### src/rtl/rdft_sample_history.sv
// rdft_sample_history: DEPTH-deep complex sample history returning x[n-DEPTH] per accepted x[n]
module rdft_sample_history #(
  parameter int WIDTH = 32,
  parameter int DEPTH = 16
) (
  input  logic             clk,
  input  logic             rst,
  input  logic             flush,
  input  logic             in_valid,
  output logic             in_ready,
  input  logic [WIDTH-1:0] inData,
  input  logic [WIDTH-1:0] j_inData,
  output logic             out_valid,
  input  logic             out_ready,
  output logic [WIDTH-1:0] outData,
  output logic [WIDTH-1:0] j_outData,
  output logic             primed
);
  localparam int AW = $clog2(DEPTH);
  typedef enum logic {FILL, RUN} state_t;
  state_t           state_q, state_d;
  logic [AW-1:0]    wr_ptr_q, wr_ptr_d, fill_cnt_q, fill_cnt_d;
  logic             out_valid_q, out_valid_d;
  logic [WIDTH-1:0] out_re_q, out_re_d, out_im_q, out_im_d;
  logic [WIDTH-1:0] ram_re [DEPTH];
  logic [WIDTH-1:0] ram_im [DEPTH];
  logic             accept;
  assign in_ready  = !out_valid_q || out_ready;
  assign accept    = in_valid && in_ready;
  assign out_valid = out_valid_q;
  assign outData   = out_re_q;
  assign j_outData = out_im_q;
  assign primed    = state_q == RUN;
  always_comb begin
    state_d     = state_q;
    wr_ptr_d    = wr_ptr_q;
    fill_cnt_d  = fill_cnt_q;
    out_valid_d = out_valid_q && !out_ready;
    out_re_d    = out_re_q;
    out_im_d    = out_im_q;
    if (flush) begin
      state_d     = FILL;
      wr_ptr_d    = '0;
      fill_cnt_d  = '0;
      out_valid_d = 1'b0;
      out_re_d    = '0;
      out_im_d    = '0;
    end else if (accept) begin
      wr_ptr_d = (wr_ptr_q == AW'(DEPTH - 1)) ? '0 : wr_ptr_q + 1'b1;
      if (state_q == FILL) begin
        fill_cnt_d = fill_cnt_q + 1'b1;
        state_d    = (fill_cnt_q == AW'(DEPTH - 1)) ? RUN : FILL;
      end else begin
        // the slot about to be overwritten holds the oldest sample
        out_valid_d = 1'b1;
        out_re_d    = ram_re[wr_ptr_q];
        out_im_d    = ram_im[wr_ptr_q];
      end
    end
  end
  always_ff @(posedge clk or negedge rst) begin
    if (!rst) begin
      state_q     <= FILL;
      wr_ptr_q    <= '0;
      fill_cnt_q  <= '0;
      out_valid_q <= 1'b0;
      out_re_q    <= '0;
      out_im_q    <= '0;
    end else begin
      state_q     <= state_d;
      wr_ptr_q    <= wr_ptr_d;
      fill_cnt_q  <= fill_cnt_d;
      out_valid_q <= out_valid_d;
      out_re_q    <= out_re_d;
      out_im_q    <= out_im_d;
    end
  end
  always_ff @(posedge clk) begin
    if (accept && !flush) begin
      ram_re[wr_ptr_q] <= inData;
      ram_im[wr_ptr_q] <= j_inData;
    end
  end
endmodule

### config.mk
export PLATFORM = sky130hd
export DESIGN_NAME = rdft_sample_history
export DESIGN_NICKNAME = d
export VERILOG_FILES = /design/src/rtl/rdft_sample_history.sv
export SDC_FILE = /design/constraint.sdc
export NUM_CORES = 1
export LEC_CHECK = 0
export ABC_AREA = 0
export CAP_MARGIN = 40
export CORE_AREA = 2 2 285 343
export CTS_CLUSTER_DIAMETER = 200
export CTS_CLUSTER_SIZE = 40
export DETAILED_ROUTE_END_ITERATION = 10
export DIE_AREA = 0 0 287 345
export PLACE_DENSITY_LB_ADDON = 0.08
export SETUP_SLACK_MARGIN = 0.3
export SYNTH_ARGS = -nofsm -noshare
export SYNTH_HDL_FRONTEND = slang
export SYNTH_SLANG_ARGS = --single-unit
### constraint.sdc
create_clock -name clk -period 6.14 [get_ports clk]
set_clock_uncertainty 0.2 [all_clocks]
set_input_delay 0.614 -clock clk [delete_from_list [all_inputs] [get_ports clk]]
set_output_delay 0.614 -clock clk [all_outputs]
set_load 0.02 [all_outputs]
## Word-level counts from Yosys, hierarchy flattened

Memories as Yosys holds them, arrays and structs flattened.
Cells that the tools add are included.

| operators by class | value |
|---|---|
| add/subtract/negate cells | 2 |
| eq/ne operators | 3 |
| multiplexer cells | 21 |
| reductions and logical operators | 11 |

Operators with widths:

| kind | number |
|---|---|
| 32-bit 2-to-1 mux | 6 |
| 4-bit 2-to-1 mux | 6 |
| 1-bit 2-to-1 mux | 9 |
| 4-bit by 1-bit adder with 4-bit output, second input constant | 2 |
| 4-bit equality test, second input constant | 2 |
| 2-bit AND reduction | 2 |
| 2-bit nonzero test | 2 |
| 1-bit logical AND | 3 |
| 1-bit logical NOT | 3 |
| 2-bit inequality test, second input constant | 1 |
| 1-bit logical OR | 1 |

| storage, ports and cells | value |
|---|---|
| flip-flop bits (word level) | 74 |
| RAM bits | 1024 |
| input port bits | 69 |
| output and inout bits | 67 |
| word-level logic and storage cells | 45 |
| memories kept | 2 |

Memory list:

| memory | words | bits a word | read ports | clocked after Yosys merged registers in | write ports | RTL line | RTL |
|---|---|---|---|---|---|---|---|
| ram_im | 16 | 32 | 1 | 0 | 1 | 26 | `logic [WIDTH-1:0] ram_im [DEPTH];` |
| ram_re | 16 | 32 | 1 | 0 | 1 | 25 | `logic [WIDTH-1:0] ram_re [DEPTH];` |

## Logic depth before layout (Yosys ltp)

Gate-level depths: netlist (run 1).

| logic depth | value |
|---|---|
| depth in word-level cells | 6 |
| depth in mapped cells | 9 |
| gate-level depth less buffers | 5 |

## Worst setup path after synthesis (run 1)

No wires, ideal clock.

| path | value |
|---|---|
| path type | input port to flip-flop |
| start | input port out_ready |
| end | memory ram_im[3][0] (enable) |
| setup time | 0.565 ns |
| data arrival time | 5.812 ns |
| required time | 5.375 ns |
| setup slack | -0.437 ns |
| stages on the path | 6 |
| path buffers | 2 |
| cell sequence | nor2b_1 -> buf_2 -> clkbuf_1 -> nor3_1 -> nand2_1 -> nor3_1 |

| on the way | value |
|---|---|
| cells in the longest elaborated chain, start to end | 5 |

Ends and longest elaborated chain:

| element | RTL line | RTL |
|---|---|---|
| start, declared | 14 | `input logic out_ready,` |
| 1-bit logical OR | 28 | `assign in_ready = !out_valid_q \|\| out_ready;` |
| 1-bit logical AND | 29 | `assign accept = in_valid && in_ready;` |
| 1-bit logical AND | 79 | `if (accept && !flush) begin` |
| 1-bit 2-to-1 mux | 79 |  |
| 1-bit 2-to-1 mux (implied by the code) | 81 | `ram_im[wr_ptr_q] <= j_inData;` |
| end, declared | 26 |  |

No other way between the ends.

## Worst setup path in the final report (run 1)

| path | value |
|---|---|
| start | register out_valid_q, in the netlist out_valid |
| end | output port in_ready |

| on the way | value |
|---|---|
| cells in the longest elaborated chain, start to end | 2 |

Ends and longest elaborated chain:

| element | RTL line | RTL |
|---|---|---|
| start, declared | 23 | `logic out_valid_q, out_valid_d;` |
| start signal, assigned | 73 | `out_valid_q <= out_valid_d;` |
| 1-bit logical NOT | 28 |  |
| 1-bit logical OR | 28 |  |
| end, declared | 10 | `output logic in_ready,` |

No other way between the ends.

==> run_summary.xml, run 1 <==
<?xml version="1.0" encoding="UTF-8"?>
<metrics>
  <group name="die">
    <metric name="boundaryPins" unit="">136</metric>
    <metric name="row_count" unit="">125</metric>
    <metric name="die_height" unit="um">345</metric>
    <metric name="initial_utilization" unit="%">43.5</metric>
    <metric name="die-area" unit="sq um">99000</metric>
    <metric name="core" unit="sq um">96000</metric>
    <metric name="die-width" unit="um">287</metric>
  </group>
  <group name="logic_synthesis">
    <metric name="sequential_cell_area_fraction_in_the_yosys_report" unit="%">78.0</metric>
    <metric name="postSynth.topFlopCell" unit="">sky130_fd_sc_hd__edfxtp_1</metric>
    <metric name="synth.top_cells.by_count" unit="">1024 x sky130_fd_sc_hd__edfxtp_1, 256 x sky130_fd_sc_hd__mux4_2, 198 x sky130_fd_sc_hd__nand2_1, 74 x sky130_fd_sc_hd__dfrtp_1, 71 x sky130_fd_sc_hd__a21oi_1</metric>
    <metric name="synthCells" unit="">2003</metric>
    <metric name="netlist.top_cell.by_area" unit="">sky130_fd_sc_hd__edfxtp_1</metric>
    <metric name="synthesis.nets" unit="">2077</metric>
    <metric name="synth.ff_latch_count" unit="">1098</metric>
    <metric name="synth.area.top_cells" unit="">sky130_fd_sc_hd__edfxtp_1 74%, sky130_fd_sc_hd__mux4_2 14%, sky130_fd_sc_hd__dfrtp_1 4.4%</metric>
    <metric name="synth.top_cell.area_share" unit="%">73.5</metric>
    <metric name="synth_cell_type_count" unit="">32</metric>
    <metric name="syn_area" unit="sq um">41800</metric>
    <metric name="synth_async_sr_flop_share" unit="%">6.74</metric>
    <metric name="synth_edf_count" unit="">1024</metric>
    <metric name="count_of_warnings_emitted_by_yosys" unit="">0</metric>
    <metric name="synthesis.area_per_instance" unit="sq um">20.9</metric>
    <metric name="yosys.cell_count.top_type" unit="">sky130_fd_sc_hd__edfxtp_1</metric>
  </group>
  <group name="placed_design">
    <metric name="gp_routability_congestion" unit="">0.761</metric>
    <metric name="preCtsSetupSlack" unit="ps">2080</metric>
    <metric name="detailedPlacementHpwl" unit="mm">56.5</metric>
    <metric name="port-buffer-count" unit="">135</metric>
  </group>
  <group name="grt">
    <metric name="overall_overflow_remaining_after_global_route" unit="">0</metric>
    <metric name="grt_pass1_vias" unit="">21000</metric>
    <metric name="grt_max_degree" unit="">131</metric>
    <metric name="grt_util_all_layers" unit="%">20.2</metric>
    <metric name="grt_pass1_wl" unit="mm">146</metric>
    <metric name="grt_antenna_before_repair" unit="">2</metric>
  </group>
  <group name="cells_and_area">
    <metric name="multi_input_comb_area" unit="sq um">8720</metric>
    <metric name="nets" unit="">2176</metric>
    <metric name="drive_above_1_share" unit="%">17.8</metric>
    <metric name="seqCellArea" unit="sq um">32600</metric>
    <metric name="area.growth.synth_to_final" unit="%">9.81</metric>
    <metric name="insertedDiodeCount" unit="">0</metric>
    <metric name="fillers" unit="">7982</metric>
  </group>
  <group name="sta">
    <metric name="worst_pin_slew" unit="ps">1120</metric>
    <metric name="max-slew-margin-rel" unit="%">25.1</metric>
    <metric name="period_share" unit="%">64.6</metric>
    <metric name="final_max_slew_violation_count" unit="">0</metric>
    <metric name="period_minus_slack" unit="ps">3970</metric>
    <metric name="timing.final.hold_violations" unit="">0</metric>
    <metric name="setup_tns" unit="ps">0</metric>
    <metric name="setup_viol_count_final" unit="">0</metric>
    <metric name="worst_slack" unit="ps">2170</metric>
    <metric name="fmax" unit="GHz">0.252</metric>
    <metric name="grt_setup_unrepaired" unit="">false</metric>
  </group>
  <group name="run">
    <metric name="maxCapViolCount" unit="">0</metric>
  </group>
  <group name="pwr">
    <metric name="cellPowerDensity" unit="nW/um^2">260</metric>
    <metric name="power.leakage" unit="nW">14.0</metric>
    <metric name="vdd_drop_max" unit="V">0.000223</metric>
  </group>
  <group name="drt">
    <metric name="drtPass1Iterations" unit="">7</metric>
    <metric name="drt_drc_violations_left" unit="">0</metric>
    <metric name="routed_wire_length_per_instance" unit="um">29.4</metric>
    <metric name="routed_via_density" unit="">5.87</metric>
    <metric name="wl" unit="mm">99.9</metric>
    <metric name="drt_first_iter_violations" unit="">1811</metric>
    <metric name="drtAntennaViolNets" unit="">0</metric>
    <metric name="routed-via-count" unit="">19900</metric>
  </group>
  <group name="clocking">
    <metric name="cts-buffers-inserted" unit="">31</metric>
    <metric name="cts.sink_count" unit="">1098</metric>
    <metric name="cts_resized" unit="">0</metric>
    <metric name="h-tree-depth" unit="">1</metric>
    <metric name="postCtsSetupBuffers" unit="">0</metric>
    <metric name="hold_buffers" unit="">1</metric>
    <metric name="clock_tree.root_cell" unit="">sky130_fd_sc_hd__clkbuf_16</metric>
    <metric name="clock_path_buffers" unit="">3</metric>
    <metric name="clkTransAtPathRegs" unit="ps">140</metric>
    <metric name="worstSkewPairLatency" unit="ps">690</metric>
    <metric name="cts_tree" unit="">done</metric>
  </group>
  <group name="outcome">
    <metric name="status" unit="">completed</metric>
  </group>
  <group name="setup_path">
    <metric name="worst_setup_path_end_kind" unit="">primary output</metric>
    <metric name="critPathKind" unit="">register to primary output</metric>
    <metric name="max_fo_critical_path" unit="">37</metric>
    <metric name="cp_data_arrival_time" unit="ps">3150</metric>
    <metric name="worst_ep_required_time" unit="ps">5330</metric>
    <metric name="timing.critical_path.from_type" unit="">register</metric>
  </group>
  <group name="hold_path">
    <metric name="holdCritPathClass" unit="">input pin to register</metric>
  </group>
</metrics>
[layout make-up]
class                      count  area share, %
sequential                  1098           71.0
clock inverter                 1         0.0654
tap                         1270           3.46
timing repair buffer         196           4.54
clock buffer                  56           1.89
inverter                       4         0.0381
multi-input combinational    771           19.0
[through the flow]
step                      hold WS (ps)  power (mW)  util, %  cells  instance area [sq um]
after floorplan                    118        8.76        -   2003                  41800
after global placement             333        9.04     46.6   3326                  44700
after detailed placement           346        9.06     46.9   3338                  45000
after CTS                          113        12.1     47.8   3396                  45900
after global routing               137        12.3     47.8   3396                  45900
final                              163        11.9     47.8   3396                  45900
[routing by layer]
metal	share of wire, %	track usage [%]	vias up
met4	2.1	4.39	2
met1	42	28.1	10900
met5	0.012	0	-
met3	4.7	2.31	94
met2	51	34.4	498
li1	-	-	8405
[power by group]
part / internal [mW] / switching [mW] / total (mW)
Combinational: 0.253 / 0.378 / 0.631
Sequential: 8.22 / 0.0252 / 8.24
Clock: 0.987 / 2.09 / 3.07
Total: 9.46 / 2.49 / 11.9
[critical path, stage by stage (launching register included)]
cell and delay, ps:
sky130_fd_sc_hd__dfrtp_1 420, sky130_fd_sc_hd__nor2b_4 160, sky130_fd_sc_hd__clkinv_2 40, sky130_fd_sc_hd__buf_4 500, sky130_fd_sc_hd__buf_4 600, sky130_fd_sc_hd__clkdlybuf4s50_1 710
[state kept, by name, summed over array words and instances (netlist names)]
name and cells:
ram_im 512, ram_re 512, j_outData 32, outData 32
fill_cnt_q 4, wr_ptr_q 4, out_valid 1, primed 1
[path summary, 6_finish.rpt]
kind                                            from                        end  slack [ps]  depth (start not counted)
max                              out_valid$_DFF_PN0_                   in_ready        2170                          5
min                                            flush        out_valid$_DFF_PN0_         160                          2
max reg2reg                  wr_ptr_q[0]$_DFFE_PN0P_  j_outData[18]$_DFFE_PN0P_        2470                          7
min reg2reg                fill_cnt_q[3]$_DFFE_PN0P_  fill_cnt_q[3]$_DFFE_PN0P_         370                          2
max in group asynchronous                        rst    wr_ptr_q[3]$_DFFE_PN0P_        4180                          3
min in group asynchronous                        rst    outData[16]$_DFFE_PN0P_         260                          2
[placed cells by master, fill, tap and decap left out, types with 3 or more instances in the layout]
master	netlist	layout
sky130_fd_sc_hd__ha_1	5	5
sky130_fd_sc_hd__nand3_1	3	3
sky130_fd_sc_hd__mux4_2	256	256
sky130_fd_sc_hd__o21ai_0	65	65
sky130_fd_sc_hd__buf_4	2	44
sky130_fd_sc_hd__xor2_1	3	3
sky130_fd_sc_hd__edfxtp_1	1024	1024
sky130_fd_sc_hd__dfrtp_4	0	3
sky130_fd_sc_hd__nor2_1	21	9
sky130_fd_sc_hd__a221o_1	64	64
sky130_fd_sc_hd__buf_16	0	7
sky130_fd_sc_hd__nor2_4	0	14
sky130_fd_sc_hd__nor3_4	0	4
sky130_fd_sc_hd__dfrtp_1	74	71
sky130_fd_sc_hd__a21oi_1	71	71
sky130_fd_sc_hd__nand4_1	64	64
sky130_fd_sc_hd__clkdlybuf4s50_1	0	133
sky130_fd_sc_hd__clkbuf_16	0	31
sky130_fd_sc_hd__buf_12	0	11
sky130_fd_sc_hd__clkbuf_1	59	25
sky130_fd_sc_hd__nand2_1	198	197
[logic make-up (layout without fill, tap and decap cells)]
family | count (synthesis) | after routing | share of synthesized area (%)
AO/OA/AOI/OAI | 202 | 202 | 3.20
flip-flops | 1098 | 1098 | 78.0
adder cells (fa/ha/maj) | 5 | 5 | 0.150
buffers and inverters | 134 | 257 | 1.59
XOR/XNOR | 4 | 4 | 0.0838
AND/OR/NAND/NOR | 303 | 303 | 3.21
multiplexers | 257 | 257 | 13.8
(Power assumes the default switching activity.)
==> inputs of run 2 (changes only) <==
clock period = 3.9 ns   (was 6.14 ns; I/O delays follow)
==> run 2 against run 1 <==
  * Cell count increased by 0.27%
  * Die area did not move
  * Critical path depth shrank 1
  * Combinational power increased by 57%
==> run_summary.xml, run 2 (same netlist as run 1, synthesis figures left out) <==
<?xml version="1.0" encoding="UTF-8"?>
<metrics>
  <group name="outcome">
    <metric name="status" unit="">completed</metric>
  </group>
  <group name="clocking">
    <metric name="hold_buffers" unit="">3</metric>
    <metric name="cts_resized" unit="">0</metric>
    <metric name="cts.sink_count" unit="">1098</metric>
    <metric name="cts-buffers-inserted" unit="">31</metric>
    <metric name="cts_tree" unit="">done</metric>
    <metric name="worstSkewPairLatency" unit="ps">710</metric>
    <metric name="clock_path_buffers" unit="">3</metric>
    <metric name="clock_tree.root_cell" unit="">sky130_fd_sc_hd__clkbuf_16</metric>
    <metric name="clkTransAtPathRegs" unit="ps">140</metric>
    <metric name="postCtsSetupBuffers" unit="">0</metric>
    <metric name="h-tree-depth" unit="">1</metric>
  </group>
  <group name="grt">
    <metric name="grt_antenna_before_repair" unit="">9</metric>
    <metric name="grt_pass1_vias" unit="">21400</metric>
    <metric name="grt_pass1_wl" unit="mm">148</metric>
    <metric name="grt_util_all_layers" unit="%">20.5</metric>
    <metric name="overall_overflow_remaining_after_global_route" unit="">0</metric>
    <metric name="grt_max_degree" unit="">72</metric>
  </group>
  <group name="die">
    <metric name="die_height" unit="um">345</metric>
    <metric name="initial_utilization" unit="%">43.5</metric>
    <metric name="core" unit="sq um">96000</metric>
    <metric name="die-width" unit="um">287</metric>
    <metric name="row_count" unit="">125</metric>
    <metric name="die-area" unit="sq um">99000</metric>
    <metric name="boundaryPins" unit="">136</metric>
  </group>
  <group name="sta">
    <metric name="period_minus_slack" unit="ps">3110</metric>
    <metric name="timing.final.hold_violations" unit="">0</metric>
    <metric name="fmax" unit="GHz">0.322</metric>
    <metric name="grt_setup_unrepaired" unit="">false</metric>
    <metric name="worst_pin_slew" unit="ps">846</metric>
    <metric name="worst_hold_slack" unit="ps">60.0</metric>
    <metric name="final_max_slew_violation_count" unit="">0</metric>
    <metric name="period_share" unit="%">79.7</metric>
    <metric name="max-slew-margin-rel" unit="%">43.6</metric>
    <metric name="setup_tns" unit="ps">0</metric>
    <metric name="worst_slack" unit="ps">792</metric>
    <metric name="setup_viol_count_final" unit="">0</metric>
  </group>
  <group name="drt">
    <metric name="routed-via-count" unit="">20100</metric>
    <metric name="routed_via_density" unit="">5.91</metric>
    <metric name="wl" unit="mm">101</metric>
    <metric name="routed_wire_length_per_instance" unit="um">29.8</metric>
    <metric name="drtPass1Iterations" unit="">5</metric>
    <metric name="drt_first_iter_violations" unit="">1719</metric>
    <metric name="drt_drc_violations_left" unit="">0</metric>
    <metric name="drtAntennaViolNets" unit="">0</metric>
  </group>
  <group name="placed_design">
    <metric name="detailedPlacementHpwl" unit="mm">53.5</metric>
    <metric name="port-buffer-count" unit="">135</metric>
    <metric name="preCtsSetupSlack" unit="ps">496</metric>
    <metric name="gp_routability_congestion" unit="">0.725</metric>
  </group>
  <group name="setup_path">
    <metric name="worstReg2RegEnd" unit="">ram_im[3][23]$_DFFE_PP_</metric>
    <metric name="cp_data_arrival_time" unit="ps">2520</metric>
    <metric name="r2r_setup_slack" unit="ps">1100</metric>
    <metric name="timing.rr.start" unit="">wr_ptr_q[0]$_DFFE_PN0P_</metric>
    <metric name="timing.reg2reg.worst_path_depth" unit="">4</metric>
    <metric name="critPathKind" unit="">register to primary output</metric>
    <metric name="max_fo_critical_path" unit="">71</metric>
    <metric name="worst_setup_path_end_kind" unit="">primary output</metric>
    <metric name="worst_ep_required_time" unit="ps">3310</metric>
    <metric name="worst_setup_path_endpoint" unit="">in_ready</metric>
    <metric name="timing.critical_path.from_type" unit="">register</metric>
    <metric name="cp-startpoint" unit="">out_valid$_DFF_PN0_</metric>
  </group>
  <group name="pwr">
    <metric name="seqPwrFrac" unit="%">68.8</metric>
    <metric name="power.combinational.fraction" unit="%">5.3</metric>
    <metric name="power.leakage" unit="nW">14.0</metric>
    <metric name="clock_power_share" unit="%">25.9</metric>
    <metric name="cellPowerDensity" unit="nW/um^2">409</metric>
    <metric name="switching_share" unit="%">20.9</metric>
    <metric name="vdd_drop_max" unit="V">0.000373</metric>
    <metric name="p_sw" unit="mW">3.94</metric>
    <metric name="internal_power" unit="mW">14.9</metric>
  </group>
  <group name="run">
    <metric name="maxCapViolCount" unit="">0</metric>
  </group>
  <group name="cells_and_area">
    <metric name="nets" unit="">2181</metric>
    <metric name="area.growth.synth_to_final" unit="%">10.3</metric>
    <metric name="drive_above_1_share" unit="%">18.0</metric>
    <metric name="largestRegisters" unit="">ram_im: 512 flops, ram_re: 512 flops</metric>
    <metric name="layout_commonest_cell" unit="">sky130_fd_sc_hd__edfxtp_1</metric>
    <metric name="layout_common_cells" unit="">1024 x sky130_fd_sc_hd__edfxtp_1, 256 x sky130_fd_sc_hd__mux4_2, 197 x sky130_fd_sc_hd__nand2_1, 133 x sky130_fd_sc_hd__clkdlybuf4s50_1</metric>
  </group>
  <group name="hold_path">
    <metric name="holdCritPathClass" unit="">input pin to asynchronous set/reset pin</metric>
  </group>
</metrics>
## run 2: worst min-delay path by stage
stage,cells after the start,to,slack [ps],from
after global routing,3,outData[14]$_DFFE_PN0P_,60,rst
after global placement,1,outData[14]$_DFFE_PN0P_,170,rst
final,3,outData[14]$_DFFE_PN0P_,60,rst
after CTS,3,outData[14]$_DFFE_PN0P_,20,rst
after detailed placement,1,outData[14]$_DFFE_PN0P_,180,rst
after floorplan,0,fill_cnt_q[0]$_DFFE_PN0P_,-110,rst
## run 2: metrics by stage
stage / total power, mW / cell area [sq um] / utilization, % / std cells
5_1_grt: 19.5 / 46100 / 48.0 / 3405
6_report: 18.8 / 46100 / 48.0 / 3405
2_1_floorplan: 13.8 / 41900 / - / 2003
4_1_cts: 19.0 / 46100 / 48.0 / 3402
3_3_place_gp: 14.2 / 45000 / 46.9 / 3336
3_5_place_dp: 14.2 / 45200 / 47.0 / 3341
## run 2: critical path, cell delays in order (launching register included)
cell and delay [ps]:
sky130_fd_sc_hd__dfrtp_1 410, sky130_fd_sc_hd__nor2b_4 160, sky130_fd_sc_hd__clkinv_2 70, sky130_fd_sc_hd__buf_12 420, sky130_fd_sc_hd__clkdlybuf4s50_1 710
## run 2: cell type report
cell class	instances	area (sq um)
multi-input combinational	771	8720
antenna	3	7.51
timing repair buffer	201	2250
sequential	1098	32600
clock buffer	56	870
clock inverter	2	38.8
tap	1270	1590
inverter	4	17.5
fill	7988	49900
## run 2: metal layers
layer  up-vias  part of all wire (%)  global-route usage (%)
li1       8429                     -                       -
met1     11100                    43                    28.9
met2       514                    51                    35.1
met3        89                   4.4                    2.03
met4         6                   1.5                    3.70
met5         -                 0.040                       0
## run 2: power by group through the flow
stage               clock, mW  sequential, mW  combinational [mW]
finish                   4.88            13.0               0.992
global route             5.40            13.0                1.08
CTS                      5.06            13.0                1.02
detailed placement          0            13.2                1.01
global placement            0            13.2               0.997
floorplan                   0            13.2               0.582
